## config.mk

```make
export PLATFORM = sky130hd
export DESIGN_NAME = usart_rx
export DESIGN_NICKNAME = d
export VERILOG_FILES = /design/src/rtl/usart_pkg.sv /design/src/rtl/usart_rx_sync.sv /design/src/rtl/usart_rx.sv
export SDC_FILE = /design/constraint.sdc
export NUM_CORES = 1
export LEC_CHECK = 0
export BUFFER_PORTS_ARGS = -buffer_cell sky130_fd_sc_hd__buf_2
export CAP_MARGIN = 25
export CORE_UTILIZATION = 60
export CTS_CLUSTER_SIZE = 28
export DETAILED_ROUTE_END_ITERATION = 6
export PLACE_DENSITY = 0.92
export SLEW_MARGIN = 20
export SYNTH_ARGS = -nofsm -noshare
export SYNTH_HDL_FRONTEND = slang
export SYNTH_SLANG_ARGS = --single-unit
```

## constraint.sdc

```tcl
create_clock -name CLK -period 5.6 [get_ports CLK]
set_clock_uncertainty 0.2 [all_clocks]
set_input_delay 0.56 -clock CLK [delete_from_list [all_inputs] [get_ports CLK]]
set_output_delay 0.56 -clock CLK [all_outputs]
set_load 0.02 [all_outputs]
```

## src/rtl/usart_pkg.sv

```systemverilog
// usart_pkg: definitions shared by the USART receiver and transmitter.
//   rx_state_t           - receiver FSM states
//   CLKS_PER_BIT_DEFAULT - default clock cycles per serial bit
//   DATA_BITS            - data bits per frame (sent LSB first)
//   START_LEVEL          - line level of the start bit
//   STOP_LEVEL           - line level of the stop bit (also the idle level)
package usart_pkg;

    typedef enum logic [2:0] {
        ST_IDLE,
        ST_START,
        ST_DATA,
        ST_STOP,
        ST_BREAK
    } rx_state_t;

    localparam int unsigned CLKS_PER_BIT_DEFAULT = 16;
    localparam int unsigned DATA_BITS            = 8;
    localparam logic        START_LEVEL          = 1'b0;
    localparam logic        STOP_LEVEL           = 1'b1;

endpackage

```

## src/rtl/usart_rx_sync.sv

```systemverilog
// usart_rx_sync: two-flop synchronizer for the asynchronous serial line.
// Both flops reset to 1 so a reset never looks like a start bit.
//   clk      - receiver clock
//   rst_n    - asynchronous active-low reset
//   async_in - raw serial line
//   sync_out - line value synchronized to clk
module usart_rx_sync (
    input  logic clk,
    input  logic rst_n,
    input  logic async_in,
    output logic sync_out
);

    logic meta;

    always_ff @(posedge clk or negedge rst_n) begin
        if (!rst_n) begin
            meta     <= 1'b1;
            sync_out <= 1'b1;
        end else begin
            meta     <= async_in;
            sync_out <= meta;
        end
    end

endmodule

```

## src/rtl/usart_rx.sv

```systemverilog
// usart_rx: 8N1 serial receiver with valid/ack output handshake.
//   CLK        - clock, all state changes on the rising edge
//   CLR        - asynchronous active-low reset
//   SERIAL_IN  - asynchronous serial line, idle high
//   DATA_OUT   - last correctly framed byte (bit i = Di)
//   DATA_VALID - DATA_OUT holds an unacknowledged byte
//   DATA_ACK   - consumer accepts DATA_OUT
//   FRAME_ERR  - one-cycle pulse when the stop bit samples 0
//   OVERRUN    - sticky: a byte was overwritten before being acknowledged
//   BUSY       - receiver FSM is not idle
module usart_rx
    import usart_pkg::*;
#(
    parameter int unsigned CLKS_PER_BIT = CLKS_PER_BIT_DEFAULT
) (
    input  logic       CLK,
    input  logic       CLR,
    input  logic       SERIAL_IN,
    output logic [7:0] DATA_OUT,
    output logic       DATA_VALID,
    input  logic       DATA_ACK,
    output logic       FRAME_ERR,
    output logic       OVERRUN,
    output logic       BUSY
);

    localparam int unsigned      CNT_W    = $clog2(CLKS_PER_BIT);
    localparam logic [CNT_W-1:0] CNT_LAST = CNT_W'(CLKS_PER_BIT - 1);
    localparam logic [CNT_W-1:0] CNT_MID  = CNT_W'(CLKS_PER_BIT / 2 - 1);
    localparam logic [2:0]       BIT_LAST = 3'(DATA_BITS - 1);

    rx_state_t        state;
    logic             rx;
    logic             rx_prev;
    logic [CNT_W-1:0] bit_cnt;
    logic [2:0]       bit_idx;
    logic [7:0]       shift_reg;
    logic             byte_done;

    usart_rx_sync u_sync (
        .clk      (CLK),
        .rst_n    (CLR),
        .async_in (SERIAL_IN),
        .sync_out (rx)
    );

    assign BUSY = (state != ST_IDLE);

    // Frame FSM. byte_done is a one-cycle strobe after a good stop bit; the
    // assembled byte stays in shift_reg until the next frame's data phase.
    always_ff @(posedge CLK or negedge CLR) begin
        if (!CLR) begin
            state     <= ST_IDLE;
            rx_prev   <= 1'b1;
            bit_cnt   <= '0;
            bit_idx   <= '0;
            shift_reg <= '0;
            byte_done <= 1'b0;
            FRAME_ERR <= 1'b0;
        end else begin
            rx_prev   <= rx;
            byte_done <= 1'b0;
            FRAME_ERR <= 1'b0;
            unique case (state)
                ST_IDLE: begin
                    if (rx_prev && !rx) begin
                        state   <= ST_START;
                        bit_cnt <= '0;
                    end
                end
                ST_START: begin
                    if (bit_cnt == CNT_MID) begin
                        bit_cnt <= '0;
                        bit_idx <= '0;
                        state   <= (rx == START_LEVEL) ? ST_DATA : ST_IDLE;
                    end else begin
                        bit_cnt <= bit_cnt + 1'b1;
                    end
                end
                ST_DATA: begin
                    if (bit_cnt == CNT_LAST) begin
                        bit_cnt   <= '0;
                        shift_reg <= {rx, shift_reg[7:1]};
                        if (bit_idx == BIT_LAST) begin
                            state <= ST_STOP;
                        end else begin
                            bit_idx <= bit_idx + 1'b1;
                        end
                    end else begin
                        bit_cnt <= bit_cnt + 1'b1;
                    end
                end
                ST_STOP: begin
                    if (bit_cnt == CNT_LAST) begin
                        bit_cnt <= '0;
                        if (rx == STOP_LEVEL) begin
                            byte_done <= 1'b1;
                            state     <= ST_IDLE;
                        end else begin
                            FRAME_ERR <= 1'b1;
                            state     <= ST_BREAK;
                        end
                    end else begin
                        bit_cnt <= bit_cnt + 1'b1;
                    end
                end
                ST_BREAK: begin
                    if (rx == STOP_LEVEL) begin
                        state <= ST_IDLE;
                    end
                end
                default: state <= ST_IDLE;
            endcase
        end
    end

    // Output handshake: a completing byte always wins over an ack in the
    // same cycle, so the ack is consumed by the old byte and the new one
    // stays valid without flagging overrun.
    always_ff @(posedge CLK or negedge CLR) begin
        if (!CLR) begin
            DATA_OUT   <= '0;
            DATA_VALID <= 1'b0;
            OVERRUN    <= 1'b0;
        end else if (byte_done) begin
            DATA_OUT   <= shift_reg;
            DATA_VALID <= 1'b1;
            if (DATA_VALID && !DATA_ACK) begin
                OVERRUN <= 1'b1;
            end
        end else if (DATA_ACK) begin
            DATA_VALID <= 1'b0;
        end
    end

endmodule

```

# Yosys cells after proc, flatten, opt, wreduce, memory -nomap -nowiden
# Cells that the tools add are included.
dict set report word_totals {
  reg_bits 33
  latchBits 0
  ram_bits 0
  mem_bits_ro 0
  in_bits 4
  output_inout_bits 12
  wordCells 68
  n_memories 0
}
dict set report classes {
  n_addsub 2
  mul 0
  n_div 0
  order_cmp 0
  n_eq_ne 14
  shift 0
  mux 25
  bitwise_logic 0
  reduce_logical 15
}
# cell n
set ops {}
lappend ops {{3-bit two-way mux} 10}
lappend ops {{3-bit one-hot mux with 5 select lines} 1}
lappend ops {{4-bit two-way mux} 3}
lappend ops {{2-bit != test (second input constant)} 6}
lappend ops {{4-bit one-hot mux with 3 select lines} 1}
lappend ops {{1-bit two-way mux} 8}
lappend ops {{3-bit by 2-bit == test with 1-bit output (second input constant)} 2}
lappend ops {{3-bit == test (second input constant)} 2}
lappend ops {{3-bit one-hot mux with 2 select lines} 1}
lappend ops {{2-bit AND reduction} 3}
lappend ops {{6-bit AND reduction} 1}
lappend ops {{3-bit nonzero test} 2}
lappend ops {{4-bit by 1-bit adder with 4-bit output (second input constant)} 1}
lappend ops {{4-bit by 3-bit == test with 1-bit output (second input constant)} 1}
lappend ops {{4-bit == test (second input constant)} 1}
lappend ops {{4-bit AND reduction} 1}
lappend ops {{2-bit nonzero test} 2}
lappend ops {{3-bit by 1-bit adder with 3-bit output (second input constant)} 1}
lappend ops {{3-bit by 1-bit == test with 1-bit output (second input constant)} 1}
lappend ops {{3-bit zero test} 1}
lappend ops {{1-bit logical AND} 2}
lappend ops {{1-bit zero test} 2}
lappend ops {{2-bit two-way mux} 1}
lappend ops {{2-bit by 1-bit != test with 1-bit output (second input constant)} 1}
lappend ops {{2-bit OR reduction} 1}

# Depth between registers and ports, before layout
dict set report logic_depth {
  depth_word 4
  mapped_depth 5
  ltp_nobuf 5
}

# Cells and area by module
# A second synthesis with hierarchy kept.
dict set report unflattened {
  hier_cells 109
  area_unflattened_um2 1506.4
}
# module n_inst cells_each area_per_inst_um2
set modules_own_cells {}
lappend modules_own_cells {usart_rx 1 107 1453.9}
lappend modules_own_cells {usart_rx_sync 1 2 52.6}

# Worst setup path after synthesis
# OpenSTA, ideal clock, no wires.
dict set report synth_path {
  kind {flip-flop to flip-flop}
  from {register bit_idx[0]}
  to {register bit_idx[0]}
  setup_time_ps 125
  t_arrival_ps 1447
  required_time_ps 5275
  setup_slack_ps 3828
  stages_incl_launch_ff 6
  period_less_slack_ps 1772
  cell_sequence {dfrtp_1 ha_1 ha_1 nor4_4 a31oi_1 mux2_2}
}
dict set report synth_via {
  elab_chain_len 4
  word_cells_on_any_way 7
  cone_classes {add/sub (1); eq/ne (2); mux (3); reduce/logical (1)}
}
# item line_no
set synth_rtl {}
lappend synth_rtl {{start, declared} usart_rx.sv:36} ;# logic [2:0] bit_idx;
lappend synth_rtl {{start signal, assigned} usart_rx.sv:87} ;# bit_idx <= bit_idx + 1'b1;
lappend synth_rtl {{3-bit by 1-bit adder with 3-bit output} usart_rx.sv:87}
lappend synth_rtl {{3-bit two-way mux} usart_rx.sv:84} ;# if (bit_idx == BIT_LAST) begin
lappend synth_rtl {{3-bit two-way mux} usart_rx.sv:81} ;# if (bit_cnt == CNT_LAST) begin
lappend synth_rtl {{3-bit one-hot mux with 2 select lines} usart_rx.sv:64} ;# unique case (state)
# Several ways; a longest one is shown, not always the timed one. The select of a mux whose other input is x is not followed.
# A chain may end at the register's enable or synchronous reset.

# Final worst setup path
dict set report layout_path {
  from {register state[0]}
  to {output BUSY}
}
dict set report layout_via {
  elab_chain_len 1
}
# item line_no
set layout_rtl {}
lappend layout_rtl {{start, declared} usart_rx.sv:32} ;# rx_state_t state;
lappend layout_rtl {{start signal, assigned} usart_rx.sv:75} ;# state <= (rx == START_LEVEL) ? ST_DATA : ST_IDLE;
lappend layout_rtl {{3-bit nonzero test} usart_rx.sv:47} ;# assign BUSY = (state != ST_IDLE);
lappend layout_rtl {{end, declared} usart_rx.sv:24} ;# output logic BUSY
# No other way between the ends.

==> impl_metrics.tcl <==
set metrics [dict create \
    run_status "finished clean" \
    yosys_register_bits 33 \
    post-synth-top-area-cell "sky130_fd_sc_hd__dfrtp_1" \
    synth_top_cells_by_area "sky130_fd_sc_hd__dfrtp_1 (53%), sky130_fd_sc_hd__mux2_2 (13%), sky130_fd_sc_hd__dfstp_2 (5.5%), sky130_fd_sc_hd__ha_1 (2.6%), sky130_fd_sc_hd__nor2_1 (2.1%)" \
    grt_antenna_before_repair 0 \
    crit_fanout 10 \
    postCtsResizedCells 0 \
    timing.final.hold_violations 0 \
    seq_power_share_pct 48.2 \
    layout.cells.non_filler 151 \
    power.ir.vdd_worst_mv 0.316 \
    grt_setup_unrepaired "false" \
    routedWlPerCell_um 15.9 \
    first_pass_iters 4 \
    postCtsSetupRepairBufs 0 \
    setup_viol 0 \
    clock_path_buffers 2 \
    net-switching-power_w 0.000194 \
    die_width_um 50.7 \
    cp-end-kind "primary output" \
    timing_worst_setup_path_type "flip-flop to primary output" \
    min-delay-path-class "primary input to asynchronous set/reset pin" \
    core_um2 2230 \
    postSynthNetCount 113 \
    asyncSetResetFlopFracSynth_pct 100 \
    clk_pin_slew_worst_paths_ps 100 \
    antenna_cells_inserted 0 \
    start_kind "flip-flop" \
    row_count 17 \
    synthesis.area_per_instance_um2 13.4 \
    max-cap-violations 0 \
    placedCellCount 143 \
    detailed_route_drc_error_count 0 \
    design.portCount 16 \
    detail_route.wirelength_um 2400 \
    first_global_vias 910 \
    maxClockFrequency_mhz 451 \
    total_clock_sinks 33 \
    cp_data_required_time_ps 4840 \
    area.growth.synth_to_final_pct 12.0 \
    detail-route-antenna-nets 0 \
    floorplan.initialDensity_pct 63.7 \
    avgViaCountPerCell 5.70 \
    overflow 0 \
    internal_power_w 0.000453 \
    setup_total_negative_slack_ps 0 \
    power.share.clock_pct 33.6 \
    yosysSeqAreaShare_pct 58.3 \
    pwr_density_cell_nw_per_um2 406 \
    critical_path_arrival_ps 1460 \
    ys.flop_type "sky130_fd_sc_hd__dfrtp_1" \
    layout_worst_path_cycle_share_pct 39.6 \
    place_hpwl_um 1660 \
    grtUsageTotal_pct 24.4 \
    worst-r2r-cell-count 5 \
    grt_pass1_wl_um 4280 \
    clkLatencyLatePin_ps 340 \
    routed-via-count 860 \
    layout_min_cycle_time_ps 2220 \
    h-tree-depth 2 \
    io_buffers 15 \
    synth_top_area_share_pct 52.8 \
    synth_area_um2 1420 \
    reg2reg_setup_slack_ps 3630 \
    cts-root-buf "sky130_fd_sc_hd__clkbuf_4" \
    cts_inserted_buffers 5 \
    cts.hold.buffers_added 0 \
    comb_power_share_pct 18.2 \
    final_nets 129 \
    finalWeightedCongestion 0.774 \
    yosys_cell_types 34 \
    number_of_pins_with_negative_max_slew_slack_in_the_final_report 0 \
    tightest_slew_ps 698 \
    p_sw_share_pct 30.0 \
    dieHeight_um 50.7 \
    post_synth_inst_count 106 \
    tritoncts "yes" \
    fp.dieArea_um2 2570 \
    dr.first_iter.drc_count 16 \
    slew_headroom_pct 53.4 \
    drive_gt1_share_pct 40.7 \
    synthesis.yosys.warnings 0 \
    grt_max_degree 34 \
    post_synth_edffs 0 \
    leakage_nw 0.839 \
]
[kinds of logic (layout without fill, tap and decap cells)]
logic type / Yosys count / count (layout) / share of synthesized area [%]
AO/OA/AOI/OAI: 18 / 18 / 9.85
adder cells (fa/ha/maj): 3 / 3 / 2.64
buffers and inverters: 10 / 27 / 3.96
flip-flops: 33 / 33 / 58.3
multiplexers: 17 / 17 / 13.5
AND/OR/NAND/NOR: 25 / 25 / 11.8
[layout by cell type, fill, tap and decap left out, drive strengths merged, types with 2 or more instances in the layout]
master / Yosys / final
nor2: 8 / 8
a31oi: 2 / 2
a22o: 3 / 3
bufinv: 0 / 2
nand2: 6 / 6
buf: 4 / 15
ha: 3 / 3
dfstp: 3 / 3
clkbuf: 2 / 5
a21oi: 4 / 4
dfrtp: 30 / 30
mux2: 17 / 17
a21o: 2 / 2
inv: 4 / 4
nor3: 3 / 3
[final timing paths]
path,from,end
setup / recovery,state[0]$_DFFE_PN0P_,BUSY
hold / removal,CLR,shift_reg[2]$_DFFE_PN0P_
setup reg to reg,bit_cnt[0]$_DFFE_PN0P_,bit_idx[0]$_DFFE_PN0P_
hold reg to reg,u_sync.meta$_DFF_PN1_,u_sync.sync_out$_DFF_PN1_
max in group asynchronous,CLR,shift_reg[6]$_DFFE_PN0P_
min in group CLK,SERIAL_IN,u_sync.meta$_DFF_PN1_
[critical path, stage by stage, from the launching register on]
cell and delay (ps):
sky130_fd_sc_hd__dfrtp_1 540, sky130_fd_sc_hd__or3_1 410, sky130_fd_sc_hd__buf_2 170
[power groups by stage]
stage / clock [W] / combinational [W] / sequential (W)
5_1_grt: 0.000232 / 0.000133 / 0.000318
4_1_cts: 0.000223 / 0.000119 / 0.000311
6_report: 0.000218 / 0.000118 / 0.000312
3_5_place_dp: 0 / 0.000117 / 0.000316
2_1_floorplan: 0 / 0.000136 / 0.000279
3_3_place_gp: 0 / 0.000109 / 0.000310
[layout make-up]
type                            instances  area (um2)
Clock buffer                            5        37.5
Clock inverter                          3        65.1
Fill cell                             154         639
Inverter                                4        15.0
Multi-Input combinational cell         63         537
Sequential cell                        33         830
Tap cell                               28        35.0
Timing Repair Buffer                   15        75.1
[synthesized netlist by cell type, types with 2 or more instances]
cell type,count
sky130_fd_sc_hd__a21oi_1,3
sky130_fd_sc_hd__nor3_1,2
sky130_fd_sc_hd__ha_1,3
sky130_fd_sc_hd__a31oi_1,2
sky130_fd_sc_hd__mux2_2,17
sky130_fd_sc_hd__a22o_1,3
sky130_fd_sc_hd__a21o_1,2
sky130_fd_sc_hd__nor2_1,8
sky130_fd_sc_hd__dfrtp_1,30
sky130_fd_sc_hd__buf_6,2
sky130_fd_sc_hd__buf_2,2
sky130_fd_sc_hd__inv_1,4
sky130_fd_sc_hd__nand2_1,5
sky130_fd_sc_hd__dfstp_2,3
[routing by layer]
layer  global-route usage [%]  up-vias  share of wire [%]  routed length [um]
met3                     9.70        5                4.3                 104
met5                        0        -                  0                   0
met1                     31.6      423                 43                1040
met2                     36.0       19                 51                1220
met4                     11.1        0                1.5                  37
li1                         -      413                  -                   -
[per-stage QoR]
stage | total power, W | util (%) | worst slack [ps] | cell area [um2] | hold slack (ps)
6_report | 0.000647 | 71.4 | 3380 | 1590 | 54.7
4_1_cts | 0.000653 | 71.4 | 3370 | 1590 | 69.7
3_3_place_gp | 0.000419 | 66.8 | 3780 | 1490 | 146
5_1_grt | 0.000683 | 71.4 | 3320 | 1590 | 98.1
3_5_place_dp | 0.000432 | 66.8 | 3710 | 1490 | 147
2_1_floorplan | 0.000415 | - | 3830 | 1420 | 64.4
Power figures use the tool's default switching activity.
